==> src/rtl/prio_req_arbiter.sv <==
// prio_req_arbiter: shares one downstream resource among 8 requesters.
// A winner is chosen by fixed priority (bit 7 highest) or round-robin from
// a rotating pointer. The one-hot grant is held while the owner keeps
// requesting, up to HOLD_MAX cycles. One idle gap cycle follows every
// release before arbitration resumes. The granted index is also shown on
// an active-low 7-segment digit.

module prio_req_arbiter #(
    parameter int HOLD_MAX = 15,
    parameter int CNTW     = 4
) (
    input  logic       clk,
    input  logic       rst_n,
    input  logic       en,
    input  logic       mode,
    input  logic [7:0] req,
    output logic [7:0] gnt,
    output logic [2:0] gnt_idx,
    output logic       gnt_vld,
    output logic [6:0] seg0
);

    typedef enum logic [1:0] {
        ST_IDLE  = 2'd0,
        ST_GRANT = 2'd1,
        ST_GAP   = 2'd2
    } state_t;

    // Hold-counter value reached during the owner's final permitted cycle.
    localparam logic [CNTW-1:0] LP_CNT_LAST = CNTW'(HOLD_MAX - 1);
    localparam logic [6:0]      LP_SEG_BLANK = 7'b1111111;

    // 8-to-3 encoder returning the index of the highest set bit (0 if none).
    function automatic logic [2:0] enc_hi8(input logic [7:0] v);
        logic [2:0] idx;
        idx = 3'd0;
        for (int i = 0; i < 8; i++) begin
            if (v[i]) begin
                idx = 3'(i);
            end
        end
        return idx;
    endfunction

    // 8-to-3 encoder returning the index of the lowest set bit (0 if none).
    function automatic logic [2:0] enc_lo8(input logic [7:0] v);
        logic [2:0] idx;
        idx = 3'd0;
        for (int i = 7; i >= 0; i--) begin
            if (v[i]) begin
                idx = 3'(i);
            end
        end
        return idx;
    endfunction

    // Rotate v down by sh so that bit sh lands at position 0.
    function automatic logic [7:0] rot_down(input logic [7:0] v, input logic [2:0] sh);
        logic [7:0] r;
        logic [2:0] j;
        r = 8'd0;
        for (int i = 0; i < 8; i++) begin
            j    = 3'(i) + sh;
            r[i] = v[j];
        end
        return r;
    endfunction

    // Expand an index into a one-hot 8-bit vector.
    function automatic logic [7:0] onehot8(input logic [2:0] idx);
        return 8'd1 << idx;
    endfunction

    // Active-low {g,f,e,d,c,b,a} pattern for one octal digit.
    function automatic logic [6:0] seg_digit(input logic [2:0] d);
        logic [6:0] s;
        case (d)
            3'd0:    s = 7'b1000000;
            3'd1:    s = 7'b1111001;
            3'd2:    s = 7'b0100100;
            3'd3:    s = 7'b0110000;
            3'd4:    s = 7'b0011001;
            3'd5:    s = 7'b0010010;
            3'd6:    s = 7'b0000010;
            3'd7:    s = 7'b1111000;
            default: s = 7'b1111111;
        endcase
        return s;
    endfunction

    state_t          r_state;
    logic [7:0]      r_gnt;
    logic [2:0]      r_gnt_idx;
    logic            r_gnt_vld;
    logic [6:0]      r_seg0;
    logic [CNTW-1:0] r_cnt;
    logic [2:0]      r_ptr;

    logic [7:0]      w_rot;
    logic [2:0]      w_hi;
    logic [2:0]      w_lo;
    logic [2:0]      w_win;
    logic            w_any;
    logic            w_release;

    // Winner selection: highest bit, or first bit at/after the pointer.
    always_comb begin
        w_rot = rot_down(req, r_ptr);
        w_hi  = enc_hi8(req);
        w_lo  = enc_lo8(w_rot);
        w_any = |req;
        if (mode) begin
            w_win = r_ptr + w_lo;
        end else begin
            w_win = w_hi;
        end
    end

    // Release decision for the current owner; any single cause suffices.
    always_comb begin
        w_release = 1'b0;
        if (!en) begin
            w_release = 1'b1;
        end else if (!req[r_gnt_idx]) begin
            w_release = 1'b1;
        end else if (r_cnt == LP_CNT_LAST) begin
            w_release = 1'b1;
        end else begin
            w_release = 1'b0;
        end
    end

    // Arbitration state machine with all outputs registered.
    always_ff @(posedge clk or negedge rst_n) begin
        if (!rst_n) begin
            r_state   <= ST_IDLE;
            r_gnt     <= 8'd0;
            r_gnt_idx <= 3'd0;
            r_gnt_vld <= 1'b0;
            r_seg0    <= LP_SEG_BLANK;
            r_cnt     <= '0;
            r_ptr     <= 3'd0;
        end else begin
            case (r_state)
                ST_IDLE: begin
                    if (en && w_any) begin
                        r_state   <= ST_GRANT;
                        r_gnt     <= onehot8(w_win);
                        r_gnt_idx <= w_win;
                        r_gnt_vld <= 1'b1;
                        r_seg0    <= seg_digit(w_win);
                        r_cnt     <= '0;
                    end else begin
                        r_state   <= ST_IDLE;
                        r_gnt     <= 8'd0;
                        r_gnt_idx <= 3'd0;
                        r_gnt_vld <= 1'b0;
                        r_seg0    <= LP_SEG_BLANK;
                    end
                end
                ST_GRANT: begin
                    if (w_release) begin
                        r_state   <= ST_GAP;
                        r_gnt     <= 8'd0;
                        r_gnt_idx <= 3'd0;
                        r_gnt_vld <= 1'b0;
                        r_seg0    <= LP_SEG_BLANK;
                        r_ptr     <= r_gnt_idx + 3'd1;
                    end else begin
                        r_cnt <= r_cnt + {{(CNTW-1){1'b0}}, 1'b1};
                    end
                end
                ST_GAP: begin
                    r_state <= ST_IDLE;
                end
                default: begin
                    r_state   <= ST_IDLE;
                    r_gnt     <= 8'd0;
                    r_gnt_idx <= 3'd0;
                    r_gnt_vld <= 1'b0;
                    r_seg0    <= LP_SEG_BLANK;
                    r_cnt     <= '0;
                end
            endcase
        end
    end

    assign gnt     = r_gnt;
    assign gnt_idx = r_gnt_idx;
    assign gnt_vld = r_gnt_vld;
    assign seg0    = r_seg0;

    prio_req_arbiter_chk u_chk (
        .clk     (clk),
        .rst_n   (rst_n),
        .gnt     (r_gnt),
        .gnt_idx (r_gnt_idx),
        .gnt_vld (r_gnt_vld)
    );

endmodule

// Grant-consistency properties for prio_req_arbiter.
module prio_req_arbiter_chk (
    input logic       clk,
    input logic       rst_n,
    input logic [7:0] gnt,
    input logic [2:0] gnt_idx,
    input logic       gnt_vld
);

    a_onehot: assert property (@(posedge clk) disable iff (!rst_n)
        $onehot0(gnt));

    a_vld: assert property (@(posedge clk) disable iff (!rst_n)
        gnt_vld == (|gnt));

    a_idx: assert property (@(posedge clk) disable iff (!rst_n)
        gnt == (gnt_vld ? (8'd1 << gnt_idx) : 8'd0));

endmodule
==> config.mk <==
export PLATFORM = sky130hd
export DESIGN_NAME = prio_req_arbiter
export DESIGN_NICKNAME = d
export VERILOG_FILES = /design/src/rtl/prio_req_arbiter.sv
export SDC_FILE = /design/constraint.sdc
export NUM_CORES = 1
export LEC_CHECK = 0
export CORE_MARGIN = 1
export CORE_UTILIZATION = 30
export DETAILED_ROUTE_END_ITERATION = 8
export PLACE_DENSITY = 0.55
export SYNTH_ARGS = -nofsm -noshare
export SYNTH_HDL_FRONTEND = slang
export SYNTH_SLANG_ARGS = --single-unit
==> constraint.sdc <==
create_clock -name clk -period 10.6 [get_ports clk]
set_input_delay 2.12 -clock clk [delete_from_list [all_inputs] [get_ports clk]]
set_output_delay 2.12 -clock clk [all_outputs]
set_load 0.01 [all_outputs]
==> impl_metrics.csv <==
group,metric,value,unit
status,status,"completed",
cts,ctsLongestPathBuffers,2,
hold_path,hold_path.class,"flop to flop",
setup_path,critPathMaxStageDelay,0.57,ns
synth,synth_nets,262,
timing,max_freq,160.8,MHz
global_routing,grt-busiest-layer,"met2",
global_routing,global_route.usage.total,14.71,%
pwr,leakage,1.079,nW
place,pre_cts_ws,4.117,ns
die,core_area,7331,µm²
cts,cts_inserted_buffers,3,
die,num_io_pins,31,
setup_path,cp_slowest_cell,"clkdlybuf4s50_1",
synth,synth.most_common_cell,"nand2_1",
final_layout,area_growth,19.37,%
detailed_routing,wl_per_cell,15.66,µm
global_routing,grt_max_degree,29,
synth,synth.avg_cell_area,9.703,µm²
die,die-height,89.56,µm
detailed_routing,vias_per_cell,5.384,
global_routing,grt_pass1_vias,1828,
setup_path,path_max_fanout,13,
detailed_routing,routed_wl,5622,µm
timing,rsz0062_at_grt,"false",
die,row_count,31,
die,die-area,8020,µm²
timing,fin_ws,4.381,ns
global_routing,grt_overflow,0,
cts,cts-root-buf,"clkbuf_8",
timing,worstMarginPinSlew,0.6899,ns
synth,syn-instance-count,237,
cts,clkSinkCount,28,
detailed_routing,first_pass_iters,5,
timing,max_slew_margin,54.01,%
final_layout,diodes,0,
timing,period_needed,6.219,ns
setup_path,cp.arrival,6.40,ns
synth,synth.distinct_cells,54,
cts,post_cts_buffers,0,
synth,async_flop_share,100.0,%
cts,hold_buffers,0,
place,dpl_cell_area,2674,µm²
synth,synth.top_cell.area_share,22.85,%
cts,insertion_delay,0.27,ns
final_layout,drive_gt1_share,15.00,%
detailed_routing,dr_total_vias,1933,
setup_path,reg2reg_depth,11,
timing,skew,0.006393,ns
global_routing,antenna_found_initial,0,
global_routing,use_met3,1.570,%
detailed_routing,post-route-drc-count,0,
die,initial_core_util,31.37,%
setup_path,required,10.78,ns
synth,yosysTopAreaCell,"dfrtp_1",
synth,syn_area,2300,µm²
place,io_buffers,30,
global_routing,grt_first_pass_wirelength,9204,µm
timing,final-hold-violation-count,0,
die,die_w,89.56,µm
setup_path,path_cells,"clkdlybuf4s50_1 -> mux4_2 -> mux2_2 -> o211ai_1 -> o21ai_0 -> a221oi_1 -> ha_1 -> inv_1 -> fa_1 -> or4_1 -> a221o_2 -> a31o_4 -> a311oi_1",
global_routing,grt_use_met2,23.90,%
place,dp.cells,355,
synth,synth_common_cells,"28 x nand2_1, 21 x dfrtp_1, 19 x o21ai_0",
flow_run,max_cap_viol_count,0,
pwr,ir_drop,0.0001095,V
setup_path,end_kind,"flop",
synth,yosysSeqAreaShare,30.85,%
timing,drv_slew,0,
setup_path,cp.depth,13,
detailed_routing,ant_nets,0,
cts,cts.clk_slew.worst_paths,0.10,ns
synth,ys_warn_count,0,
cts,htreeDepth,1,
synth,ys_ff_latch,28,
cts,cts_resized,0,
synth,synth_edf_count,0,
final_layout,post-route-cell-area,2745,µm²
synth,yosys_most_used_dff,"dfrtp_1",
setup_path,path_buf_inv,2,
timing,fin_hold_ws,0.5071,ns
timing,fin_tns_setup,0,ns
detailed_routing,drtIter0Drc,69,
final_layout,layout.nets,286,
timing,setup_violations,0,
global_routing,met1_usage,21.22,%
hold_path,hold_depth,2,
place,gp_congestion,0.8705,
setup_path,crit_type,"primary input to flop",
timing,fin_crit_sh,58.67,%
pwr,p_per_area,323.7,nW/µm²
place,dpl.hpwl,4129,µm
setup_path,cp_top_family,"compound AO/OA/AOI/OAI gates",
setup_path,cp-start-kind,"primary input",
final_layout,fin_cells,359,
cts,cts_tree,"done",
synth,synth.area.top_cells,"dfrtp_1 23%, mux4_2 12%, dfstp_2 8.0%, ha_1 6.5%, nand2_1 4.6%",
-- per-layer routing --
| metal | wire [µm] | part of all wire (%) |
|---|---|---|
| met5 | 0 | 0 |
| met4 | 32 | 0.57 |
| met3 | 225 | 4.0 |
| met2 | 2620 | 47 |
| met1 | 2743 | 49 |
-- cells by family after synthesis --
group | share of synthesized area (%)
simple gates | 17.41
buf+inv | 4.461
xor+xnor | 1.524
fa+ha+maj | 7.399
mux | 19.97
compound gates | 18.39
flops | 30.85
-- worst reg2reg max path, delay by kind of cell, from the launching register on --
kind / cells / cell delay [ns]
compound gates: 5 / 1.45
fa+ha+maj: 2 / 1.23
mux: 2 / 0.90
flops: 1 / 0.72
simple gates: 1 / 0.52
buf+inv: 1 / 0.42
-- sequential cells by signal (all words and copies together), names as in the netlist --
signal,cells
seg0,7
gnt_vld,1
gnt_idx,3
gnt,8
r_cnt,4
r_ptr,3
r_state,2
-- power breakdown --
| part | internal (mW) | switching (mW) | total [mW] | leakage (nW) |
|---|---|---|---|---|
| logic | 0.285 | 0.317 | 0.602 | 0.691 |
| registers | 0.150 | 0.0530 | 0.203 | 0.353 |
| clock network | 0.0506 | 0.0336 | 0.0842 | 0.0357 |
| total | 0.485 | 0.403 | 0.889 | 1.08 |
-- area by class of cell --
class / count / area, µm²
Clock inverter: 1 / 30.03
Tap cell: 99 / 123.9
Fill cell: 723 / 4586
Inverter: 10 / 37.54
Sequential cell: 28 / 709.4
Timing Repair Buffer: 32 / 315.3
Multi-Input combinational cell: 186 / 1488
Clock buffer: 3 / 41.29
-- through the flow --
step,total power [mW],utilization (%)
6_report,0.8885,37.45
5_1_grt,0.9650,37.45
4_1_cts,0.8912,37.45
3_5_place_dp,0.7999,36.47
3_3_place_gp,0.8036,36.47
2_1_floorplan,0.6473,-
-- cell usage in the layout (no fill, tap or decap), types with 2 or more instances in the layout --
cell type,synthesis,final
clkbuf_8,0,3
a311oi_1,3,3
nand2b_1,5,5
xnor2_1,2,2
and4_1,3,3
o21ai_0,19,19
mux2_2,7,7
xor2_1,2,2
or3_1,3,3
mux2_4,4,4
nand2_1,28,28
a31oi_1,5,5
nor4_1,2,2
inv_1,9,9
nor3b_1,4,4
nor3_1,4,4
dfstp_2,7,7
clkdlybuf4s50_1,0,30
a21oi_1,5,5
o21a_1,2,2
o32ai_1,3,3
nor2_1,17,17
ha_1,12,12
o21ai_1,3,3
nand3_1,5,5
and2_1,3,3
a32o_1,4,4
buf_4,0,2
dfrtp_1,21,21
o31ai_1,2,2
nor2b_1,2,2
mux2i_1,5,5
mux4_2,12,12
-- final timing paths --
kind | from | end | slack, ns
worst max-delay path | req[6] | seg0[6] | 4.38
worst min-delay path | gnt_vld | gnt_vld | 0.51
worst max register to register | r_ptr[0] | seg0[6] | 5.27
worst min register to register | gnt_vld | gnt_vld | 0.51
max in group asynchronous | rst_n | seg0[5] | 8.08
min in group asynchronous | rst_n | gnt[5] | 2.22
Power figures use the tool's default switching activity.
